$ cat src/rtl/gng_ctrl_pkg.sv
// Shared types and constants for the GNG noise sequencer.
// Sigma is s<16,11>, so SIGMA_ONE represents unity gain.
package gng_ctrl_pkg;

  typedef enum logic [1:0] {
    ST_WARMUP = 2'd0,
    ST_IDLE   = 2'd1,
    ST_RUN    = 2'd2,
    ST_DRAIN  = 2'd3
  } state_e;

  localparam int NB_FRAC   = 11;
  localparam int SIGMA_ONE = 1 << NB_FRAC;

endpackage

$ cat src/rtl/gng_ctrl_fifo.sv
// Synchronous first-word-fall-through skid FIFO with occupancy count.
// A write and a pop in the same cycle are legal, including when full.
module gng_ctrl_fifo #(
  parameter  int WIDTH = 32,
  parameter  int DEPTH = 4,
  localparam int AW    = $clog2(DEPTH),
  localparam int CW    = AW + 1
) (
  input  logic             clk,
  input  logic             rst_n,
  input  logic             i_wr,
  input  logic [WIDTH-1:0] i_wdata,
  input  logic             i_rd,
  output logic [WIDTH-1:0] o_rdata,
  output logic [CW-1:0]    o_count
);

  logic [WIDTH-1:0] mem_q [DEPTH];
  logic [AW-1:0]    wptr_q, wptr_d;
  logic [AW-1:0]    rptr_q, rptr_d;
  logic [CW-1:0]    cnt_q, cnt_d;
  logic             rd_ok;

  always_comb begin
    rd_ok  = i_rd && (cnt_q != '0);
    wptr_d = wptr_q + AW'(i_wr);
    rptr_d = rptr_q + AW'(rd_ok);
    cnt_d  = cnt_q + CW'(i_wr) - CW'(rd_ok);
  end

  always_ff @(posedge clk or negedge rst_n) begin
    if (!rst_n) begin
      wptr_q <= '0;
      rptr_q <= '0;
      cnt_q  <= '0;
    end else begin
      wptr_q <= wptr_d;
      rptr_q <= rptr_d;
      cnt_q  <= cnt_d;
    end
  end

  always_ff @(posedge clk) begin
    if (i_wr) mem_q[wptr_q] <= i_wdata;
  end

  assign o_rdata = mem_q[rptr_q];
  assign o_count = cnt_q;

  // The controller throttles ce so a write never lands on a full FIFO.
  assert property (@(posedge clk) disable iff (!rst_n)
    !(i_wr && !rd_ok && (cnt_q == CW'(DEPTH))));

endmodule

$ cat src/rtl/gng_noise_ctrl.sv
// Sequencer between gng_top and the channel adder: warm-up discard,
// burst gating of the GNG clock enable and between-burst sigma updates.
module gng_noise_ctrl
  import gng_ctrl_pkg::*;
#(
  parameter int NB_DATA        = 16,
  parameter int NB_COUNT       = 16,
  parameter int WARMUP_SAMPLES = 32,
  parameter int FIFO_DEPTH     = 4,
  parameter int SIGMA_RESET    = SIGMA_ONE
) (
  input  logic                  i_clock,
  input  logic                  i_reset,
  input  logic                  i_start,
  input  logic                  i_stop,
  input  logic [NB_COUNT-1:0]   i_burst_len,
  input  logic [NB_DATA-1:0]    i_sigma,
  input  logic                  i_sigma_load,
  output logic                  o_gng_ce,
  output logic [NB_DATA-1:0]    o_sigma_multiplier,
  input  logic [2*NB_DATA-1:0]  i_gng_data,
  input  logic                  i_gng_valid,
  output logic [2*NB_DATA-1:0]  o_noise_data,
  output logic                  o_noise_valid,
  input  logic                  i_noise_ready,
  output logic                  o_busy,
  output logic                  o_done
);

  localparam int CW = $clog2(FIFO_DEPTH) + 1;
  localparam logic [NB_COUNT-1:0] CMAX = '1;

  state_e              state_q, state_d;
  logic [NB_COUNT-1:0] warm_q, warm_d;
  logic [NB_COUNT-1:0] issued_q, issued_d;
  logic [NB_COUNT-1:0] recv_q, recv_d;
  logic [NB_COUNT-1:0] out_q, out_d;
  logic [NB_COUNT-1:0] len_q, len_d;
  logic [NB_DATA-1:0]  pend_q, pend_d;
  logic                pvld_q, pvld_d;
  logic [NB_DATA-1:0]  act_q, act_d;
  logic                en_q;
  logic                ce, wr, rd, done, room, more;
  logic [CW-1:0]       fifo_cnt;

  always_comb begin
    state_d  = state_q;
    warm_d   = warm_q;
    issued_d = issued_q;
    recv_d   = recv_q;
    len_d    = len_q;
    ce       = 1'b0;
    wr       = 1'b0;
    done     = 1'b0;
    rd       = (fifo_cnt != '0) && i_noise_ready;
    room     = ({{(NB_COUNT-CW){1'b0}}, fifo_cnt} + out_q)
               < NB_COUNT'(FIFO_DEPTH);
    more     = (len_q == '0) || (issued_q < len_q);

    unique case (state_q)
      ST_WARMUP: begin
        // Issue only as many enables as samples still to be discarded.
        ce = en_q && (warm_q > out_q);
        if (i_gng_valid && (warm_q != '0)) warm_d = warm_q - 1'b1;
        if ((warm_q == '0) && (out_q == '0)) state_d = ST_IDLE;
      end
      ST_IDLE: begin
        if (i_start) begin
          state_d  = ST_RUN;
          len_d    = i_burst_len;
          issued_d = '0;
          recv_d   = '0;
        end
      end
      ST_RUN: begin
        ce = room && more;
        wr = i_gng_valid;
        if (ce && (len_q != '0)) issued_d = issued_q + 1'b1;
        if (i_gng_valid && (recv_q != CMAX)) recv_d = recv_q + 1'b1;
        if (((len_q != '0) && (issued_q == len_q)) ||
            ((len_q == '0) && i_stop))
          state_d = ST_DRAIN;
      end
      ST_DRAIN: begin
        wr = i_gng_valid;
        if (i_gng_valid && (recv_q != CMAX)) recv_d = recv_q + 1'b1;
        if ((out_q == '0) && (fifo_cnt == '0)) begin
          done    = 1'b1;
          state_d = ST_IDLE;
        end
      end
      default: state_d = ST_WARMUP;
    endcase

    unique case ({ce, i_gng_valid})
      2'b10:   out_d = out_q + 1'b1;
      2'b01:   out_d = out_q - 1'b1;
      default: out_d = out_q;
    endcase

    pend_d = pend_q;
    pvld_d = pvld_q;
    act_d  = act_q;
    if (i_sigma_load) begin
      pend_d = i_sigma;
      pvld_d = 1'b1;
    end
    if (state_q == ST_IDLE) begin
      if (i_sigma_load) begin
        act_d  = i_sigma;
        pvld_d = 1'b0;
      end else if (pvld_q) begin
        act_d  = pend_q;
        pvld_d = 1'b0;
      end
    end
  end

  always_ff @(posedge i_clock or negedge i_reset) begin
    if (!i_reset) begin
      state_q  <= ST_WARMUP;
      warm_q   <= NB_COUNT'(WARMUP_SAMPLES);
      issued_q <= '0;
      recv_q   <= '0;
      out_q    <= '0;
      len_q    <= '0;
      pend_q   <= '0;
      pvld_q   <= 1'b0;
      act_q    <= NB_DATA'(SIGMA_RESET);
      en_q     <= 1'b0;
    end else begin
      state_q  <= state_d;
      warm_q   <= warm_d;
      issued_q <= issued_d;
      recv_q   <= recv_d;
      out_q    <= out_d;
      len_q    <= len_d;
      pend_q   <= pend_d;
      pvld_q   <= pvld_d;
      act_q    <= act_d;
      en_q     <= 1'b1;
    end
  end

  gng_ctrl_fifo #(
    .WIDTH (2*NB_DATA),
    .DEPTH (FIFO_DEPTH)
  ) u_fifo (
    .clk     (i_clock),
    .rst_n   (i_reset),
    .i_wr    (wr),
    .i_wdata (i_gng_data),
    .i_rd    (rd),
    .o_rdata (o_noise_data),
    .o_count (fifo_cnt)
  );

  assign o_gng_ce           = ce;
  assign o_sigma_multiplier = act_q;
  assign o_noise_valid      = (fifo_cnt != '0);
  assign o_busy             = en_q && (state_q != ST_IDLE);
  assign o_done             = done;

endmodule

$ cat config.mk
export PLATFORM = sky130hd
export DESIGN_NAME = gng_noise_ctrl
export DESIGN_NICKNAME = d
export VERILOG_FILES = /design/src/rtl/gng_ctrl_pkg.sv /design/src/rtl/gng_ctrl_fifo.sv /design/src/rtl/gng_noise_ctrl.sv
export SDC_FILE = /design/constraint.sdc
export NUM_CORES = 1
export LEC_CHECK = 0
export BUFFER_PORTS_ARGS = -buffer_cell sky130_fd_sc_hd__buf_2
export CAP_MARGIN = 20
export CORE_MARGIN = 3
export CORE_UTILIZATION = 40
export DETAILED_ROUTE_END_ITERATION = 7
export GPL_TIMING_DRIVEN = 0
export PLACE_DENSITY_LB_ADDON = 0.15
export SKIP_LAST_GASP = 1
export SYNTH_ARGS = -nofsm -noshare
export SYNTH_HDL_FRONTEND = slang
export SYNTH_SLANG_ARGS = --single-unit
$ cat constraint.sdc
create_clock -name i_clock -period 5.71 [get_ports i_clock]
set_input_delay 1.713 -clock i_clock [delete_from_list [all_inputs] [get_ports i_clock]]
set_output_delay 1.713 -clock i_clock [all_outputs]
set_load 0.01 [all_outputs]
-- Yosys cells after proc, flatten, opt, wreduce, memory -nomap -nowiden
Memories as Yosys holds them, arrays and structs flattened.
Index checks and enable logic that the tools add are counted.
- bits in registers: 107
- memory bits (writable): 128
- output and inout bits: 52
- logic and storage cells: 88
- memories: 1
- memory list (name ; words ; bits a word ; read ports ; clocked after Yosys merged registers in ; write ports ; line ; text):
    u_fifo.mem_q ; 4 ; 32 ; 1 ; 0 ; 1 ; gng_ctrl_fifo.sv:18 ; logic [WIDTH-1:0] mem_q [DEPTH];
- $add $sub $neg: 9
- $lt $le $gt $ge: 3
- equal/unequal tests: 12
- multiplexer cells: 21
- reduce and logical (&&, ||, !) cells: 30
- operators with widths (cell ; count):
    16-bit 2-to-1 mux ; 4
    16-bit case mux with 2 select lines ; 2
    16-bit zero test ; 3
    16-bit by 1-bit adder with 16-bit output (second input constant) ; 2
    16-bit nonzero test ; 2
    16-bit by 1-bit subtractor with 16-bit output (second input constant) ; 2
    3-bit by 16-bit adder with 16-bit output ; 1
    16-bit == test ; 1
    16-bit greater-than comparator ; 1
    16-bit < comparator ; 1
    16-bit by 3-bit < comparator with 1-bit output (second input constant) ; 1
    1-bit logical AND ; 11
    2-bit != test (second input constant) ; 5
    1-bit 2-to-1 mux ; 9
    2-bit 2-to-1 mux ; 4
    2-bit case mux with 4 select lines ; 1
    2-bit == test (second input constant) ; 3
    2-bit AND reduction ; 3
    2-bit nonzero test ; 3
    2-bit by 1-bit adder with 2-bit output ; 2
    2-bit by 1-bit == test with 1-bit output (second input constant) ; 2
    4-bit AND reduction ; 1
    3-bit by 1-bit adder with 3-bit output ; 1
    3-bit zero test ; 1
    other kinds (8) ; 9

-- Depth between registers and ports, before layout
- word-level depth: 6
- gate-level depth with buffers: 20

-- By module
From an unflattened synthesis, not the netlist that was laid out.
- cell total of the unflattened synthesis: 770
- area total of the unflattened synthesis: 10934.2 µm²
- modules (own cells, without submodules) (module ; times used ; cells an instance ; area an instance (µm²) ; seq. area each (µm²)):
    gng_noise_ctrl ; 1 ; 573 ; 5921.9 ; 2504.9
    gng_ctrl_fifo ; 1 ; 197 ; 5012.3 ; 4018.9

-- Least setup slack after synthesis
Ideal clock, no wire load.
- path type: input to register
- start: input i_gng_valid
- end: memory u_fifo.mem_q[1][0] (enable)
- library setup time: 0.468 ns
- data arrival time: 4.301 ns
- data required time: 5.242 ns
- setup slack: 0.941 ns
- stages on the path: 2
- cells stage by stage: o21ai_0 > nor3b_1
- cells in the longest elaborated chain, start to end: 3
- RTL lines (item ; line ; text):
    start, declared ; gng_noise_ctrl.sv:22 ; input logic i_gng_valid,
    1-bit 2-to-1 mux ; gng_noise_ctrl.sv:60 ; unique case (state_q)
    1-bit 2-to-1 mux ; gng_ctrl_fifo.sv:44 ; if (i_wr) mem_q[wptr_q] <= i_wdata;
    1-bit 2-to-1 mux (not written as such) ; gng_ctrl_fifo.sv:44 ;
    end, declared ; gng_ctrl_fifo.sv:18 ;
No other way between the ends.

-- Worst setup path after layout
- start: register out_q[1]
- end: register out_q[12]
- cells in the longest elaborated chain, start to end: 6
- elaborated cells between the ends (all ways): 12
- RTL lines (item ; line ; text):
    start, declared ; gng_noise_ctrl.sv:37 ; logic [NB_COUNT-1:0] out_q, out_d;
    start signal, assigned ; gng_noise_ctrl.sv:136 ; out_q <= out_d;
    3-bit by 16-bit adder with 16-bit output ; gng_noise_ctrl.sv:56 ; room = ({{(NB_COUNT-CW){1'b0}}, fifo_cnt} + out_q)
    16-bit by 3-bit < comparator with 1-bit output ; gng_noise_ctrl.sv:57 ; < NB_COUNT'(FIFO_DEPTH);
    1-bit logical AND ; gng_noise_ctrl.sv:76 ; ce = room && more;
    1-bit case mux with 2 select lines ; gng_noise_ctrl.sv:60 ;
    2-bit by 1-bit == test with 1-bit output or 2-bit == test (tied branches) ; gng_noise_ctrl.sv:95 ; unique case ({ce, i_gng_valid})
    16-bit case mux with 2 select lines or 2-bit nonzero test (tied branches) ; -- ;
Several ways; a longest one is shown, not always the timed one.
A chain may end at the register's enable or synchronous reset.

==> impl_metrics.ini <==
[min_path]
hp-class = flip-flop to flip-flop
worst_hold_path.endpoint = pend_q[2]$_DFFE_PN0P_
hold_depth = 1
hp-start = pend_q[2]$_DFFE_PN0P_

[yosys]
yosys_most_used_dff = edfxtp_1
yosysWarnings = 0
synth_cell_types = 62
syn_inst = 822
ys_ff_latch = 235
synth_edf_count = 128
ys_seq_area_frac = 0.585
async_flop_share = 0.455
syn-cell-area_mm2 = 0.0111
synth_fp_nets = 955
avgSynthCellArea_um2 = 13.6

[sta]
slew-limit-headroom = 0.407
final.setup_skew_ns = 0.0201
finalHoldViolations = 0
rsz0062_at_grt = false
fin_crit_ns = 5.17
layout_setup_ws_ns = 0.541
setup_viol = 0
tightestPinTransition_ns = 0.886
fin_crit_sh = 0.905
timing.final.max_slew_violations = 0
setup_tns_ns = 0
max_freq_mhz = 193

[floorplanning]
fp.coreArea_mm2 = 0.0272
die_w_um = 173
die_h_um = 173
io_pins = 123
die-area_mm2 = 0.0299
rows = 60
initial_utilization = 0.410

[setup_path]
rr_worst_depth = 18
crit_type = flip-flop to flip-flop
crit_path_end_kind = flip-flop
r2r_slack_ns = 0.54
crit_chain = ha_1 > a31oi_1 > o21bai_2 > and4b_1 > o32ai_1 > nor2_1 > a32oi_1 > and2_1 > ha_1 > inv_1 > fa_1 > nor2b_1 > o21a_1 > o21ai_0 > a21oi_1 > a21boi_0 > nor4bb_1 > or3_1
slowest_stage = ha_1
cp-start-kind = flip-flop
cp_common_cell = ha_1
cp.arrival_ns = 5.56
r2r_start = out_q[1]$_DFFE_PN0P_
cp_top_family = compound AO/OA/AOI/OAI gates
crit_fanout = 18
worstReg2RegEnd = out_q[12]$_DFFE_PN0P_
critPathMaxStageDelay_ns = 0.63
required_ns = 6.11
crit_buf_inv = 1

[grt]
grt_first_pass_wirelength_um = 39000
grt_use_total = 0.160
grt-ovfl-total = 0
grt_max_degree = 88
grt_pass1_vias = 7213
antenna_found_initial = 0

[place]
dp.cells = 1324
dpl_worst_slack_ns = 0.510
dp_hpwl_um = 17200
gp_congestion = 0.842
numPortBuffers = 121

[power]
power_frac_clock = 0.261
p_seq_frac = 0.386
switching_share = 0.337
total_power_mw = 6.59
p_int_mw = 4.36
p_leak_nw = 5.63
vdd_drop_max_v = 0.000230
power_switching_mw = 2.22
p_per_area_mw_per_mm2 = 497
pwr-share-comb = 0.353

[final_layout]
stdcell_count = 1373
final_util = 0.488
multiInputGateArea_mm2 = 0.00434
syn_to_final_growth_pct = 19.0
diodes = 0
nFillCells = 2463
drive_gt1_frac = 0.271
seqCellArea_mm2 = 0.00652
fin_nets = 1114

[drt]
antenna_left = 0
routed-via-count = 7031
routed_wl_um = 24000
drtIter0Drc = 368
post_drt_wl_per_cell_um = 17.5
via_per_inst = 5.12
drcViolationCount = 0
first_pass_iters = 4

[clock_network]
postCtsHoldBufs = 0
cts_tree = done
cts_max_path_buffers = 3
cts_setup_buffers = 0
clock_latency_ns = 0.53
numCtsBuffers = 27
postCtsResizedCells = 0
root_buffer = clkbuf_16
cts.sinks = 235
path_clk_slew_ns = 0.06
cts.htree.levels = 1

[outcome]
outcome = completed

[job]
maxCapViolCount = 0
==> worst register-to-register path: stages (launching register included) <==
cell and delay (ns):
dfrtp_1 0.45, ha_1 0.32, a31oi_1 0.24, o21bai_2 0.15, and4b_1 0.20, o32ai_1 0.47, nor2_1 0.08, a32oi_1 0.27
and2_1 0.16, ha_1 0.63, inv_1 0.19, fa_1 0.44, nor2b_1 0.13, o21a_1 0.14, o21ai_0 0.16, a21oi_1 0.32
a21boi_0 0.18, nor4bb_1 0.17, or3_1 0.35
==> cell usage in the layout, fill, tap and decap left out, drive strengths merged, types with 9 or more instances in the layout <==
master    n
nand4    14
mux2     51
nor4     12
xnor2    17
buf     137
xor2     13
nor3     13
o21ai    28
inv      53
and3     17
dfrtp   105
a21oi    39
nor2     35
clkbuf   54
clkinv    9
mux4     32
a211o    12
a21o      9
nand2    51
edfxtp  128
ha       60
==> cell type report <==
type	count	share of cell area
plain buffers	28	0.00849
well taps	372	0.0351
inverters	52	0.0147
clock inverters	16	0.0140
flip-flops and latches	235	0.492
clock buffers	33	0.0534
multi-input cells	507	0.327
repair buffers	130	0.0556
==> registers in the layout, summed over array words and instances (netlist names) <==
register and count:
u_fifo.mem_q 128, issued_q 16, len_q 16, o_sigma_multiplier 16, out_q 16, pend_q 16, warm_q 16, u_fifo.o_count 3
state_q 2, u_fifo.rptr_q 2, u_fifo.wptr_q 2, en_q 1, pvld_q 1
==> power groups by stage <==
stage	Clock (mW)	Sequential, mW	Combinational, mW
3_5_place_dp	0	2.57	2.37
3_3_place_gp	0	2.57	2.30
2_1_floorplan	0	2.50	1.65
6_report	1.72	2.54	2.33
5_1_grt	1.86	2.59	2.62
4_1_cts	1.78	2.54	2.37
==> synth_stat cells, types with 3 or more instances <==
master,number,area share
and4b_1,7,0.0063
nor3b_1,8,0.0054
a211oi_1,5,0.0034
nand2b_1,6,0.0034
xor2_1,13,0.010
mux4_2,32,0.065
nand4_1,14,0.0079
mux2i_1,5,0.0045
or3_1,7,0.0039
edfxtp_1,128,0.34
ha_1,60,0.067
clkbuf_1,20,0.0067
nor2b_1,6,0.0034
o21ai_0,27,0.012
dfrtp_1,105,0.24
mux2_2,51,0.052
a211o_1,12,0.0094
a21oi_1,38,0.017
nor3_1,13,0.0058
o211ai_1,3,0.0020
nand2_1,51,0.017
xnor2_1,17,0.013
nor4b_1,4,0.0031
a21o_1,9,0.0061
and2_1,4,0.0022
buf_1,4,0.0013
nand3_1,8,0.0036
inv_1,52,0.018
nor2_1,35,0.012
o21a_1,4,0.0027
nor4_1,11,0.0062
or4_1,3,0.0020
o31ai_1,5,0.0034
and3_1,17,0.0095
==> cell families after synthesis <==
kind of cell | after synthesis | share of synthesized area
compound gates | 120 | 0.0683
mux | 88 | 0.121
flops | 235 | 0.585
simple gates | 206 | 0.103
fa+ha+maj | 62 | 0.0709
xor+xnor | 30 | 0.0236
buf+inv | 80 | 0.0276
other cells | 1 | 0.000336
==> stage by stage <==
stage	instance area [um2]	hold WS (ns)
after floorplan	11100	0.462
after global placement	12200	0.475
after detailed placement	12400	0.483
after CTS	13300	0.496
after global routing	13300	0.502
final	13300	0.491
==> per-layer routing <==
metal	vias up	wire length, um	GRT usage
li1	3417	-	-
met1	3441	10900	0.219
met2	137	11600	0.267
met3	36	952	0.0274
met4	0	560	0.0416
met5	-	0	0
==> worst max-delay path by stage <==
stage | startpoint | slack (ns) | depth (start not counted) | end
3_3_place_gp | i_gng_valid | -1.31 | 3 | u_fifo.mem_q[1][26]$_DFFE_PP_
3_5_place_dp | out_q[1]$_DFFE_PN0P_ | 0.51 | 18 | out_q[12]$_DFFE_PN0P_
6_report | out_q[1]$_DFFE_PN0P_ | 0.54 | 18 | out_q[12]$_DFFE_PN0P_
2_1_floorplan | i_gng_valid | 0.94 | 2 | u_fifo.mem_q[1][0]$_DFFE_PP_
4_1_cts | out_q[1]$_DFFE_PN0P_ | 0.50 | 18 | out_q[12]$_DFFE_PN0P_
5_1_grt | out_q[1]$_DFFE_PN0P_ | 0.18 | 18 | out_q[12]$_DFFE_PN0P_
(Power assumes the default switching activity.)
